### config.mk
export PLATFORM = sky130hd
export DESIGN_NAME = posterior_state_serial
export DESIGN_NICKNAME = d
export VERILOG_FILES = /design/src/rtl/posterior_state_serial.sv
export SDC_FILE = /design/constraint.sdc
export NUM_CORES = 2
export LEC_CHECK = 0
export CAP_MARGIN = 20
export CORE_MARGIN = 2
export CORE_UTILIZATION = 45
export CTS_BUF_LIST = sky130_fd_sc_hd__clkbuf_16
export DETAILED_ROUTE_END_ITERATION = 12
export PLACE_DENSITY = 0.69
export SLEW_MARGIN = 20
export SYNTH_ARGS = -nofsm -noshare
export SYNTH_HDL_FRONTEND = slang
export SYNTH_SLANG_ARGS = --single-unit
### constraint.sdc
create_clock -name clk -period 8.28 [get_ports clk]
set_input_delay 1.656 -clock clk [delete_from_list [all_inputs] [get_ports clk]]
set_output_delay 1.656 -clock clk [all_outputs]
set_load 0.01 [all_outputs]
### src/rtl/posterior_state_serial.sv
// -----------------------------------------------------------------------------
// posterior_state_serial
//   Kalman measurement-update (correction) step for a 2-state, 1-measurement
//   filter:  y = z - H*x_prior ;  x_post = x_prior + K*y
//   The datapath is serial and resource-shared. It uses two fixed-point
//   multipliers, one add/sub unit and a small FSM sequencing
//   IDLE -> HX -> INN -> GAIN -> UPD0 -> UPD1 -> IDLE.
//   Every N-bit word is signed Q(N-FRAC).FRAC. Each product is carried at full
//   2N width with 2*FRAC fractional bits. Each narrowing to N bits takes bits
//   [FRAC+N-1:FRAC], which floors toward -inf and wraps on overflow.
//
// Ports
//   clk, rst_n      : clock (rising edge), asynchronous active-low reset
//   start           : operation request, sampled only in IDLE
//   xp00, xp10      : prior state vector
//   h00, h01        : measurement row
//   z               : scalar measurement
//   k00, k10        : Kalman gain column
//   busy            : high from the cycle after start is accepted until done
//   done            : one-cycle pulse, results valid
//   X_POST00/10     : posterior state
//   INNOV           : innovation y
// -----------------------------------------------------------------------------
module posterior_state_serial #(
    parameter int N    = 20,
    parameter int FRAC = 10
) (
    input  logic         clk,
    input  logic         rst_n,
    input  logic         start,
    input  logic [N-1:0] xp00,
    input  logic [N-1:0] xp10,
    input  logic [N-1:0] h00,
    input  logic [N-1:0] h01,
    input  logic [N-1:0] z,
    input  logic [N-1:0] k00,
    input  logic [N-1:0] k10,
    output logic         busy,
    output logic         done,
    output logic [N-1:0] X_POST00,
    output logic [N-1:0] X_POST10,
    output logic [N-1:0] INNOV
);

    localparam int W = 2 * N;

    typedef enum logic [2:0] {
        S_IDLE = 3'd0,
        S_HX   = 3'd1,
        S_INN  = 3'd2,
        S_GAIN = 3'd3,
        S_UPD0 = 3'd4,
        S_UPD1 = 3'd5
    } state_t;

    state_t state_q, state_d;
    logic   busy_q, busy_d;
    logic   done_q, done_d;

    // Operand latches (captured on accept so inputs may change afterwards)
    logic [N-1:0] xp00_q, xp10_q, z_q, k00_q, k10_q;
    // Multiplier operand registers
    logic [N-1:0] ma0_q, mb0_q, ma1_q, mb1_q;
    // Intermediates
    logic [W-1:0] hx_q, g0_q, g1_q;
    logic [N-1:0] y_q;
    logic [N-1:0] xpost00_q, xpost10_q, innov_q;

    // Sign-extend an N-bit word to 2N and align it to 2*FRAC fractional bits.
    function automatic logic [W-1:0] align(input logic [N-1:0] v);
        return {{(N-FRAC){v[N-1]}}, v, {FRAC{1'b0}}};
    endfunction

    function automatic logic [W-1:0] sext(input logic [N-1:0] v);
        return {{N{v[N-1]}}, v};
    endfunction

    // ---------------- multipliers (full 2N signed products) -----------------
    logic signed [W-1:0] p0, p1;
    assign p0 = $signed(sext(ma0_q)) * $signed(sext(mb0_q));
    assign p1 = $signed(sext(ma1_q)) * $signed(sext(mb1_q));

    // ---------------- shared add/sub unit -----------------------------------
    // Subtraction reuses the adder as A + ~B + 1.
    logic [W-1:0] add_a, add_b, add_bx;
    logic         add_sub;
    logic [W:0]   add_sum;
    logic [N-1:0] add_n;

    always_comb begin
        add_a   = '0;
        add_b   = '0;
        add_sub = 1'b0;
        unique case (state_q)
            S_HX:   begin add_a = p0;              add_b = p1;   end
            S_INN:  begin add_a = align(z_q);      add_b = hx_q; add_sub = 1'b1; end
            S_UPD0: begin add_a = align(xp00_q);   add_b = g0_q; end
            S_UPD1: begin add_a = align(xp10_q);   add_b = g1_q; end
            default: ;
        endcase
    end

    assign add_bx  = add_b ^ {W{add_sub}};
    assign add_sum = {add_a[W-1], add_a} + {add_bx[W-1], add_bx} + {{W{1'b0}}, add_sub};
    assign add_n   = add_sum[FRAC+N-1:FRAC];

    // ---------------- FSM --------------------------------------------------
    always_ff @(posedge clk or negedge rst_n) begin
        if (!rst_n) begin
            state_q <= S_IDLE;
            busy_q  <= 1'b0;
            done_q  <= 1'b0;
        end else begin
            state_q <= state_d;
            busy_q  <= busy_d;
            done_q  <= done_d;
        end
    end

    always_comb begin
        state_d = state_q;
        busy_d  = busy_q;
        done_d  = 1'b0;
        unique case (state_q)
            S_IDLE: if (start) begin
                state_d = S_HX;
                busy_d  = 1'b1;
            end
            S_HX:   state_d = S_INN;
            S_INN:  state_d = S_GAIN;
            S_GAIN: state_d = S_UPD0;
            S_UPD0: state_d = S_UPD1;
            S_UPD1: begin
                state_d = S_IDLE;
                busy_d  = 1'b0;
                done_d  = 1'b1;
            end
            default: begin
                state_d = S_IDLE;
                busy_d  = 1'b0;
            end
        endcase
    end

    // ---------------- datapath registers ------------------------------------
    always_ff @(posedge clk or negedge rst_n) begin
        if (!rst_n) begin
            xp00_q    <= '0;
            xp10_q    <= '0;
            z_q       <= '0;
            k00_q     <= '0;
            k10_q     <= '0;
            ma0_q     <= '0;
            mb0_q     <= '0;
            ma1_q     <= '0;
            mb1_q     <= '0;
            hx_q      <= '0;
            g0_q      <= '0;
            g1_q      <= '0;
            y_q       <= '0;
            xpost00_q <= '0;
            xpost10_q <= '0;
            innov_q   <= '0;
        end else begin
            unique case (state_q)
                S_IDLE: if (start) begin
                    xp00_q <= xp00;
                    xp10_q <= xp10;
                    z_q    <= z;
                    k00_q  <= k00;
                    k10_q  <= k10;
                    ma0_q  <= h00;
                    mb0_q  <= xp00;
                    ma1_q  <= h01;
                    mb1_q  <= xp10;
                end
                S_HX:   hx_q <= add_sum[W-1:0];
                S_INN: begin
                    innov_q <= add_n;
                    y_q     <= add_n;
                    ma0_q   <= k00_q;
                    mb0_q   <= add_n;
                    ma1_q   <= k10_q;
                    mb1_q   <= add_n;
                end
                S_GAIN: begin
                    g0_q <= p0;
                    g1_q <= p1;
                end
                S_UPD0: xpost00_q <= add_n;
                S_UPD1: xpost10_q <= add_n;
                default: ;
            endcase
        end
    end

    assign busy     = busy_q;
    assign done     = done_q;
    assign X_POST00 = xpost00_q;
    assign X_POST10 = xpost10_q;
    assign INNOV    = innov_q;

endmodule

==> metrics.md <==
| Metric | Value |
|---|---|
| Outcome | complete, but fails checks |
| Failing checks | negative setup slack |
| Routed Antenna Nets | 0 |
| Finished Core Util | between 50% and 60% |
| Max cap viols | 0 |
| Layout Nets | a little under 6000 |
| Setup tns final | -1.29 ns |
| Largest net degree at the start of global routing | 168 |
| CTS tree | built |
| Number of global-route vias before repair | approximately 33000 |
| WS Path Type | reg2reg |
| GRT Total Usage | 27.8% |
| Port Buffers | 204 |
| Worst-margin pin slew | 1.08 ns |
| Final wirelength | 123 mm |
| Post-synthesis net count | 5405 |
| Crit path launch type | register |
| CTS root buffer | clkbuf_16 |
| Synth unique cells | 75 |
| Worst-path clk slew | ~0.06 ns |
| Post-synth top cells | nand2_1 (812), inv_1 (740), fa_1 (621) |
| #FFs+latches synth | ~330 |
| Total CTS buffers | 43 |
| Initial Util | 45.6% |
| Area grow syn2layout | 20.6% |
| Crit path required time | 8.72 ns |
| Most flop-heavy register | hx_q |
| # DRC | 0 |
| Layout cell share with drive strength beyond 1 | between 10 and 15% |
| WL per Instance | between 20 and 25 µm |
| Core area | between 80000 and 90000 µm² |
| RSZ-0062 raised after global routing | true |
| Cell taking the most area after synthesis | fa_1 |
| Fin worst setup slack | -0.102 ns |
| Hold crit path type | reg2reg |
| Crit end category | register |
| Final-layout fill cell count | approximately 7600 |
| Syn Inst Count | 4421 |
| CP peak stage delay | around 0.53 ns |
| Die X | 301 µm |
| Post-DR vias/cell | ~5.3 |
| Antenna violations before repair | 10 |
| Post-detail-place hpwl | about 100 mm |
| DRT iter0 DRCs | roughly 2400 |
| Max Root-Sink Buffers | 3 |
| H-tree levels | 2 |
| Largest register FFs | 30 |
| Asr flop ratio synth | 100% |
| Setup-failing EPs final | 21 |
| Critical path fanouts, max | 7 |
| Synth Area per Inst | 8.99 µm² |
| Achievable frequency | 119 MHz |
| Clock sink count | 333 |
| FP Rows | ~110 |
| Largest regs | hx_q (30), g0_q (29), g1_q (29) |
| Fin. Hold Viols | 0 |
| Most frequent cell on the critical path | fa_1 |
| CP max-delay cell | fa_1 |
| GRT Residual Overflow | 0 |
| Synth Flop Type | dfrtp_1 |
| Number of flops mapped to enable cells by yosys | 0 |
| I/O pin count | 205 |
| Post-CTS Hold Buffers | 0 |
| Final Skew | around 0.023 ns |
| Top cells by area, synth | fa_1 (31%), dfrtp_1 (21%), nand2_1 (7.7%) |
| Die ar. | between 90000 and 100000 µm² |
| DR vias | between 30000 and 40000 |
| TritonRoute pass-1 iters | 5 |
| Top-area cell type share of the netlist area | 31.3% |
| Slew headroom | between 20% and 30% |
| Synthesized area | about 40000 µm² |
| Final min period | between 8 and 9 ns |
| RePlAce Congestion | 0.956 |
| Tcrit/Tclk final | 101% |
| Fin. max-slew vios | 0 |
| Most common cell in the netlist | nand2_1 |
| CP arrival | 8.82 ns |
| Global-route wire length before repair | a little under 200 mm |
| Worst skew pair latency | about 0.60 ns |
| Synth warn | 0 |
| Die Span Y | between 300 and 400 µm |
| Sequential share of the synthesized area | about a fifth |
## worst max-delay path, delay by kind of cell, from the launching register on
| kind | cells | cell delay [ns] |
|---|---|---|
| flip-flops | 1 | 0.46 |
| adder cells (fa/ha/maj) | 9 | 4.15 |
| XOR/XNOR | 2 | 0.38 |
| buffers and inverters | 8 | 0.55 |
| AND/OR/NAND/NOR | 4 | 0.53 |
| AO/OA/AOI/OAI | 14 | 2.13 |
## area by class of cell
cell class	instances	area (µm²)	area share, %
repair buffers	601	5500	11.5
flip-flops and latches	333	8360	17.4
clock buffers	43	1080	2.25
well taps	1155	1450	3.02
multi-input cells	3102	28400	59.3
clock inverters	36	329	0.687
diodes	1	2.50	0.00522
inverters	740	2780	5.80
## cell families after synthesis
logic type                 Yosys count  share of synthesized area, %
and+or+nand+nor                   1498                          17.7
buffers and inverters              986                          9.32
adders and majority gates          841                          38.2
AOI/OAI and AO/OA                  542                          8.38
DFF                                333                          21.0
xor gates and xnor gates           125                          2.82
muxes                               96                          2.56
## path summary, 6_finish.rpt
kind | endpoint | cells after the start | startpoint | slack [ns]
worst max-delay path | hx_q[26]$_DFFE_PN0P_ | 37 | ma0_q[9]$_DFFE_PN0P_ | -0.10
worst min-delay path | k10_q[0]$_DFFE_PN0P_ | 2 | k10_q[0]$_DFFE_PN0P_ | 0.47
worst max register to register | hx_q[26]$_DFFE_PN0P_ | 37 | ma0_q[9]$_DFFE_PN0P_ | -0.10
worst min register to register | k10_q[0]$_DFFE_PN0P_ | 2 | k10_q[0]$_DFFE_PN0P_ | 0.47
max in group asynchronous | ma1_q[8]$_DFFE_PN0P_ | 3 | rst_n | 5.32
min in group asynchronous | mb0_q[1]$_DFFE_PN0P_ | 1 | rst_n | 1.09
## layout by cell type (no fill, tap or decap), types with 19 or more instances in the layout
master / Yosys / routed
inv_1: 740 / 739
ha_1: 220 / 207
a21o_1: 35 / 35
clkdlybuf4s50_1: 0 / 203
nand2b_1: 27 / 27
nand2_1: 812 / 807
o21ai_2: 0 / 19
a31oi_1: 59 / 54
xnor2_1: 91 / 83
a21oi_1: 146 / 120
buf_12: 0 / 28
buf_4: 0 / 339
mux2i_1: 52 / 52
o21ai_1: 12 / 30
xor2_1: 32 / 29
fa_1: 621 / 616
nor2_1: 139 / 136
mux2_2: 44 / 44
o21ai_0: 134 / 96
dfrtp_1: 333 / 315
a21oi_2: 3 / 26
and2_1: 438 / 427
o22ai_1: 33 / 31
a22oi_1: 28 / 27
buf_6: 0 / 28
clkbuf_16: 0 / 43
## stage by stage
step / cells / instance area, µm² / setup WS [ns] / hold WS (ns)
detailed placement: 5903 / 45400 / -0.350 / 0.460
finish: 6011 / 47900 / -0.102 / 0.474
CTS: 5995 / 47300 / 0.00275 / 0.478
global placement: 5903 / 45400 / -0.219 / 0.454
floorplan: 4421 / 39700 / 0.0410 / 0.440
global route: 6010 / 47900 / -0.428 / 0.490
## per-layer routing
layer | wire [µm] | share of wire, % | track usage [%] | vias to the layer above
li1 | - | - | - | 14353
met5 | 78 | 0.063 | 0 | -
met2 | 57600 | 47 | 44.3 | 1179
met1 | 50300 | 41 | 37.4 | 16299
met4 | 4450 | 3.6 | 9.70 | 12
met3 | 11000 | 8.9 | 6.26 | 225
## what timing repair did
item                                    4_1_cts  5_1_grt
setup buffers                                16       15
gates resized for setup                      96      140
pin swaps                                    72       89
endpoints found under the setup margin       68       74
Power is left out: the tool's default activity adds up to more than one toggle a clock period on the data nets, which glitch-free logic cannot reach.
